<file path="src/rtl/urv_timer_irq_src_pkg.sv">
// Shared constants for the uRV timer / external-IRQ source.
// Contents: register word offsets (bus_addr_i[4:2]), CTRL bit positions,
// bus widths and a decode helper for the registers that arm the comparator.
package urv_timer_irq_src_pkg;

    localparam int unsigned TIMER_BUS_AW = 5;
    localparam int unsigned TIMER_BUS_DW = 32;

    typedef enum logic [2:0] {
        TIMER_REG_CTRL        = 3'd0,
        TIMER_REG_PRESCALE    = 3'd1,
        TIMER_REG_MTIME_LO    = 3'd2,
        TIMER_REG_MTIME_HI    = 3'd3,
        TIMER_REG_MTIMECMP_LO = 3'd4,
        TIMER_REG_MTIMECMP_HI = 3'd5,
        TIMER_REG_IRQ_PEND    = 3'd6,
        TIMER_REG_IRQ_EN      = 3'd7
    } timer_reg_t;

    localparam int unsigned CTRL_TIMER_EN  = 0;
    localparam int unsigned CTRL_TICK_PEND = 1;

    // Writes to these registers (re)arm the compare logic.
    function automatic logic is_arm_reg(timer_reg_t r);
        return (r == TIMER_REG_MTIMECMP_HI) || (r == TIMER_REG_MTIME_LO) ||
               (r == TIMER_REG_MTIME_HI);
    endfunction

endpackage

</file>
<file path="src/rtl/urv_timer_irq_src_if.sv">
// Peripheral bus between the uRV core (master) and the timer/IRQ source (slave).
// Signals: bus_addr_i (byte address), bus_data_i (write data), bus_we_i / bus_re_i
// (single-cycle strobes), bus_data_o (read data, valid with ack), bus_ack_o.
interface urv_timer_irq_src_if;
    import urv_timer_irq_src_pkg::*;

    logic [TIMER_BUS_AW-1:0] bus_addr_i;
    logic [TIMER_BUS_DW-1:0] bus_data_i;
    logic                    bus_we_i;
    logic                    bus_re_i;
    logic [TIMER_BUS_DW-1:0] bus_data_o;
    logic                    bus_ack_o;

    modport master (
        output bus_addr_i, bus_data_i, bus_we_i, bus_re_i,
        input  bus_data_o, bus_ack_o
    );

    modport slave (
        input  bus_addr_i, bus_data_i, bus_we_i, bus_re_i,
        output bus_data_o, bus_ack_o
    );

endinterface

</file>
<file path="src/rtl/urv_irq_edge_sync.sv">
// One external interrupt line: 2-flop synchronizer followed by a rising-edge
// detector flop.
// Ports: clk_i, rst_n_i (async active-low), line_i (asynchronous input),
// edge_o (one-cycle pulse on a synchronized rising edge).
module urv_irq_edge_sync (
    input  logic clk_i,
    input  logic rst_n_i,
    input  logic line_i,
    output logic edge_o
);

    logic [2:0] sync_q;

    always_ff @(posedge clk_i or negedge rst_n_i) begin
        if (!rst_n_i) sync_q <= '0;
        else          sync_q <= {sync_q[1:0], line_i};
    end

    assign edge_o = sync_q[1] & ~sync_q[2];

endmodule

</file>
<file path="src/rtl/urv_timer_irq_src.sv">
// Memory-mapped interrupt source for the uRV core: prescaled 64-bit mtime with
// mtimecmp producing a one-cycle tick, plus an N-line edge-captured IRQ
// aggregator reduced to a single level interrupt.
// Ports: clk_i, rst_n_i (async active-low), bus (slave side of the peripheral
// bus), irq_lines_i (async external lines), tick_o (to exp_tick_i),
// irq_o (to exp_irq_i).
module urv_timer_irq_src
    import urv_timer_irq_src_pkg::*;
#(
    parameter int unsigned g_num_irqs       = 8,
    parameter logic [15:0] g_prescale_reset = '0
) (
    input  logic                  clk_i,
    input  logic                  rst_n_i,
    urv_timer_irq_src_if.slave    bus,
    input  logic [g_num_irqs-1:0] irq_lines_i,
    output logic                  tick_o,
    output logic                  irq_o
);

    timer_reg_t            sel;
    logic                  wr, rd;
    logic                  timer_en, tick_pend, armed;
    logic [15:0]           prescale, pc;
    logic                  pc_wrap, fire, arm_wr, tick_clr;
    logic [63:0]           mtime, mtimecmp, mtime_next;
    logic [31:0]           mtime_shadow, rdata;
    logic [g_num_irqs-1:0] pending, enable, edges, clr_mask;

    assign sel      = timer_reg_t'(bus.bus_addr_i[4:2]);
    assign wr       = bus.bus_we_i;
    assign rd       = bus.bus_re_i;
    assign pc_wrap  = timer_en && (pc == prescale);
    assign fire     = armed && (mtime >= mtimecmp);
    assign arm_wr   = wr && is_arm_reg(sel);
    assign tick_clr = wr && (sel == TIMER_REG_CTRL) && bus.bus_data_i[CTRL_TICK_PEND];
    assign clr_mask = (wr && (sel == TIMER_REG_IRQ_PEND)) ? bus.bus_data_i[g_num_irqs-1:0] : '0;

    for (genvar i = 0; i < g_num_irqs; i++) begin : g_irq
        urv_irq_edge_sync u_sync (
            .clk_i   (clk_i),
            .rst_n_i (rst_n_i),
            .line_i  (irq_lines_i[i]),
            .edge_o  (edges[i])
        );
    end

    // A software write to either half replaces the whole increment for that cycle.
    always_comb begin
        mtime_next = pc_wrap ? mtime + 64'd1 : mtime;
        if (wr && (sel == TIMER_REG_MTIME_LO))
            mtime_next = {mtime[63:32], bus.bus_data_i};
        else if (wr && (sel == TIMER_REG_MTIME_HI))
            mtime_next = {bus.bus_data_i, mtime[31:0]};
    end

    always_comb begin
        rdata = '0;
        case (sel)
            TIMER_REG_CTRL:        rdata = {30'd0, tick_pend, timer_en};
            TIMER_REG_PRESCALE:    rdata = {16'd0, prescale};
            TIMER_REG_MTIME_LO:    rdata = mtime[31:0];
            TIMER_REG_MTIME_HI:    rdata = mtime_shadow;
            TIMER_REG_MTIMECMP_LO: rdata = mtimecmp[31:0];
            TIMER_REG_MTIMECMP_HI: rdata = mtimecmp[63:32];
            TIMER_REG_IRQ_PEND:    rdata = 32'(pending);
            TIMER_REG_IRQ_EN:      rdata = 32'(enable);
            default:               rdata = '0;
        endcase
    end

    always_ff @(posedge clk_i or negedge rst_n_i) begin
        if (!rst_n_i) begin
            bus.bus_ack_o  <= 1'b0;
            bus.bus_data_o <= '0;
            timer_en       <= 1'b0;
            tick_pend      <= 1'b0;
            armed          <= 1'b0;
            prescale       <= g_prescale_reset;
            pc             <= '0;
            mtime          <= '0;
            mtimecmp       <= '1;
            mtime_shadow   <= '0;
            pending        <= '0;
            enable         <= '0;
            tick_o         <= 1'b0;
            irq_o          <= 1'b0;
        end else begin
            bus.bus_ack_o  <= wr | rd;
            bus.bus_data_o <= rd ? rdata : '0;
            mtime          <= mtime_next;

            if (wr && (sel == TIMER_REG_PRESCALE)) begin
                prescale <= bus.bus_data_i[15:0];
                pc       <= '0;
            end else if (timer_en) begin
                pc <= pc_wrap ? '0 : pc + 16'd1;
            end

            // Reading LO snapshots HI so a LO-then-HI pair is coherent.
            if (rd && (sel == TIMER_REG_MTIME_LO))
                mtime_shadow <= mtime[63:32];

            if (wr && (sel == TIMER_REG_CTRL))
                timer_en <= bus.bus_data_i[CTRL_TIMER_EN];
            if (wr && (sel == TIMER_REG_MTIMECMP_LO))
                mtimecmp[31:0] <= bus.bus_data_i;
            if (wr && (sel == TIMER_REG_MTIMECMP_HI))
                mtimecmp[63:32] <= bus.bus_data_i;
            if (wr && (sel == TIMER_REG_IRQ_EN))
                enable <= bus.bus_data_i[g_num_irqs-1:0];

            // Set terms take priority over the matching clear terms.
            tick_o    <= fire;
            armed     <= arm_wr | (armed & ~fire);
            tick_pend <= fire | (tick_pend & ~tick_clr);
            pending   <= (pending & ~clr_mask) | edges;
            irq_o     <= |(pending & enable);
        end
    end

endmodule
</file>
<file path="src/flat_wrapper.sv">
// flat-port wrapper written by rule: the top's interface ports become plain ports
module urv_timer_irq_src_flat import urv_timer_irq_src_pkg::*;
#(
    parameter int unsigned g_num_irqs       = 8,
    parameter logic [15:0] g_prescale_reset = '0
)
  (clk_i, rst_n_i, irq_lines_i, tick_o, irq_o, bus_bus_addr_i, bus_bus_data_i, bus_bus_we_i, bus_bus_re_i, bus_bus_data_o, bus_bus_ack_o);
  urv_timer_irq_src_if bus_i ();
  input  logic clk_i;
  input  logic rst_n_i;
  input  logic [g_num_irqs-1:0] irq_lines_i;
  output logic tick_o;
  output logic irq_o;
  input wire logic [$bits(bus_i.bus_addr_i)-1:0] bus_bus_addr_i;
  input wire logic [$bits(bus_i.bus_data_i)-1:0] bus_bus_data_i;
  input wire logic [$bits(bus_i.bus_we_i)-1:0] bus_bus_we_i;
  input wire logic [$bits(bus_i.bus_re_i)-1:0] bus_bus_re_i;
  output wire logic [$bits(bus_i.bus_data_o)-1:0] bus_bus_data_o;
  output wire logic [$bits(bus_i.bus_ack_o)-1:0] bus_bus_ack_o;
  assign bus_i.bus_addr_i = bus_bus_addr_i;
  assign bus_i.bus_data_i = bus_bus_data_i;
  assign bus_i.bus_we_i = bus_bus_we_i;
  assign bus_i.bus_re_i = bus_bus_re_i;
  assign bus_bus_data_o = bus_i.bus_data_o;
  assign bus_bus_ack_o = bus_i.bus_ack_o;
  urv_timer_irq_src #(.g_num_irqs(g_num_irqs), .g_prescale_reset(g_prescale_reset)) u_core (.clk_i(clk_i), .rst_n_i(rst_n_i), .bus(bus_i), .irq_lines_i(irq_lines_i), .tick_o(tick_o), .irq_o(irq_o));
endmodule
</file>
<file path="config.mk">
export PLATFORM = sky130hd
export DESIGN_NAME = urv_timer_irq_src_flat
export DESIGN_NICKNAME = d
export VERILOG_FILES = /design/src/rtl/urv_timer_irq_src_pkg.sv /design/src/rtl/urv_timer_irq_src_if.sv /design/src/rtl/urv_irq_edge_sync.sv /design/src/rtl/urv_timer_irq_src.sv /design/src/flat_wrapper.sv
export SDC_FILE = /design/constraint.sdc
export NUM_CORES = 1
export LEC_CHECK = 0
export CORE_UTILIZATION = 60
export CTS_CLUSTER_SIZE = 25
export DETAILED_ROUTE_END_ITERATION = 12
export HOLD_SLACK_MARGIN = 0.15
export PLACE_DENSITY = 0.9
export SLEW_MARGIN = 0
export SYNTH_ARGS = -nofsm -noshare
export SYNTH_HDL_FRONTEND = slang
export SYNTH_SLANG_ARGS = --single-unit
</file>
<file path="constraint.sdc">
create_clock -name clk_i -period 7.3 [get_ports clk_i]
set_input_delay 0.73 -clock clk_i [delete_from_list [all_inputs] [get_ports clk_i]]
set_output_delay 0.73 -clock clk_i [all_outputs]
set_load 0.01 [all_outputs]
</file>
==> flow_metrics.tcl <==
set metrics [dict create \
    min_period_over_period_pct 58.85 \
    cp_max_fo 37 \
    layout_commonest_cell "dfrtp_1" \
    drc 0 \
    nets 1658 \
    rr_startpoint "u_core.pc[1]" \
    cp.arrival_ps 4790 \
    fp.dieW_um 158.9 \
    placementRows 57 \
    drt-pass1-iter-count 6 \
    core_area_um2 24250 \
    grt_pass1_vias 13283 \
    ys.flop_type "dfrtp_1" \
    timing_hold_violations_final 0 \
    startpoint_type "input pin" \
    antenna_found_initial 0 \
    fin_util_pct 69.98 \
    instances_no_fill 1890 \
    rr_worst_depth 6 \
    ys_async_sr_fraction_pct 100.0 \
    n_fill_cell 1669 \
    dieArea_um2 25250 \
    min_period_ps 4296 \
    grt_first_pass_wirelength_mm 71.82 \
    place_inst 1836 \
    synth_seq_cells 270 \
    wl_per_cell_um 23.91 \
    p_total_w 0.004915 \
    hp-class "in2async" \
    drt_iter0_markers 2200 \
    fmax_ghz 0.2328 \
    drive_above_1_share_pct 16.41 \
    static-leakage-power_nw 6.965 \
    htreeDepth 1 \
    slew_headroom_pct 21.05 \
    syn-instance-count 1507 \
    grt_max_degree 141 \
    netlist_area_um2 14770 \
    peakVddDrop_mv 0.2376 \
    ant_nets 0 \
    critPathRequiredTime_ps 7790 \
    cts_tree "yes" \
    maxCapViolCount 0 \
    finalSetupViolCount 0 \
    synth_nets 1622 \
    final_cell_mix "dfrtp_1 (206), nand2_1 (147), mux2_2 (91), inv_1 (88), a21oi_1 (87)" \
    die_h_um 158.9 \
    rsz0062_at_grt "false" \
    cts_setup_buffers 0 \
    viasPerCell 7.088 \
    worstSetupEndpointType "register" \
    start_util_pct 60.91 \
    worst_pin_slew_ps 1184 \
    drv_slew 0 \
    ys_types 72 \
    port-buffer-count 81 \
    antenna_cells 0 \
    syn2layout_area_growth_pct 14.89 \
    root_buffer "clkbuf_16" \
    skew_ps 19.95 \
    postCtsHoldBufs 0 \
    io_pins 84 \
    num_vias 13397 \
    gr-total-overflow 0 \
    gp_congestion 0.9799 \
    synth_edf_count 0 \
    status "finished clean" \
    wl_mm 45.19 \
    cts_buffers 29 \
    ys_seq_area_share_pct 46.29 \
    power.density_nw_per_um2 289.7 \
    r2r_end "u_core.mtime[63]" \
    clockBufferDepth 3 \
    clk_latency_ps 570 \
    numClockSinks 270 \
    cts.repair.resized 0 \
    clk_pin_slew_worst_paths_ps 70 \
    track_usage_pct 35.79 \
    yosys_warnings 0 \
    path_class "in2reg" \
    avgSynthCellArea_um2 9.800 \
    r2r_setup_slack_ps 3660 \
    tns_ps 0 \
    dp_hpwl_mm 29.45 \
    hold_ws_ps 250.5 \
]
power by group:
group	total, W	leakage [nW]	switching [W]	internal (W)
logic	0.00103	3.28	0.000568	0.000458
clock network	0.00177	0.575	0.000632	0.00114
registers	0.00212	3.11	0.000309	0.00181
layout make-up:
cell class                 count  area, um^2  area share (%)
multi-input combinational   1054        7262           42.80
sequential                   270        6837           40.29
timing repair buffer         100       970.9           5.722
clock buffer                  36       812.0           4.785
tap                          324       405.4           2.389
clock inverter                18       351.6           2.072
inverter                      88       330.3           1.947
per-stage QoR:
step,area [um^2],setup WS [ps]
after floorplan,14770,4765
after global placement,15810,2737
after detailed placement,15810,2651
after global routing,16970,2850
after CTS,16970,3202
final,16970,3004
layer usage:
metal / vias up / share of wire, % / track usage [%]
li1: 5652 / - / -
met1: 6388 / 36 / 46.68
met3: 269 / 13 / 7.968
met4: 0 / 6.5 / 21.02
met2: 1088 / 44 / 54.96
met5: - / 0 / 0
worst max-delay path by stage:
| stage | start | endpoint |
|---|---|---|
| after floorplan | bus_bus_we_i | u_core.mtime[5] |
| after global placement | bus_bus_addr_i[2] | u_core.mtime[51] |
| after detailed placement | bus_bus_addr_i[2] | u_core.mtime[51] |
| after CTS | bus_bus_addr_i[2] | u_core.mtime[63] |
| after global routing | bus_bus_addr_i[2] | u_core.mtime[51] |
| final | bus_bus_addr_i[2] | u_core.mtime[63] |
sequential cells by signal, summed over array words and instances, names as in the netlist:
| register | cells |
|---|---|
| u_core.g_irq.u_sync.sync_q | 24 |
| u_core.mtime_shadow | 32 |
| u_core.prescale | 16 |
| u_core.tick_o | 1 |
| u_core.mtime | 64 |
| u_core.armed | 1 |
| u_core.bus.bus_data_o | 32 |
| u_core.timer_en | 1 |
| u_core.bus.bus_ack_o | 1 |
| u_core.pc | 16 |
| u_core.irq_o | 1 |
| u_core.enable | 8 |
| u_core.pending | 8 |
| u_core.mtimecmp | 64 |
| u_core.tick_pend | 1 |
worst max-delay path, cell delays in order:
cell	delay, ps
clkdlybuf4s50_1	1000
buf_4	470
or3_1	550
buf_4	460
nand3_1	650
or4_1	710
a31oi_1	190
synthesized netlist by cell type, types with 7 or more instances:
cell,instances,area (um^2)
nand4_1,50,312.8
o311ai_0,7,61.31
a22oi_1,51,382.9
mux2_2,91,1025
o21ai_0,76,380.4
nand3_1,46,230.2
nor3_1,29,145.1
dfrtp_1,206,5155
nor4_1,26,162.7
and3_1,25,156.4
nor2_1,86,322.8
a221oi_1,15,131.4
and4_1,13,113.9
o31ai_1,7,52.55
a31oi_1,12,75.07
o22ai_1,9,56.30
clkbuf_1,77,289.0
a222oi_1,8,80.08
ha_1,66,825.8
o211ai_1,14,105.1
or3_1,9,56.30
buf_1,14,52.55
inv_1,88,330.3
a211oi_1,7,52.55
o22a_1,7,61.31
dfstp_2,64,1682
xor2_1,22,192.7
and2_1,14,87.58
a22o_1,17,148.9
a21oi_1,87,435.4
nand2_1,147,551.8
or4_1,16,120.1
mux2i_1,7,70.07
logic make-up (layout without fill, tap and decap cells):
family                     count (synthesis)  after routing  share of synthesized area, %
muxes                                    101            101                         7.870
and+or+nand+nor                          491            491                         17.04
DFF                                      270            270                         46.29
buffers and inverters                    183            242                         4.685
adders and majority gates                 66             66                         5.591
AOI/OAI and AO/OA                        368            368                         16.87
xor gates and xnor gates                  28             28                         1.660
(Power assumes the default switching activity.)
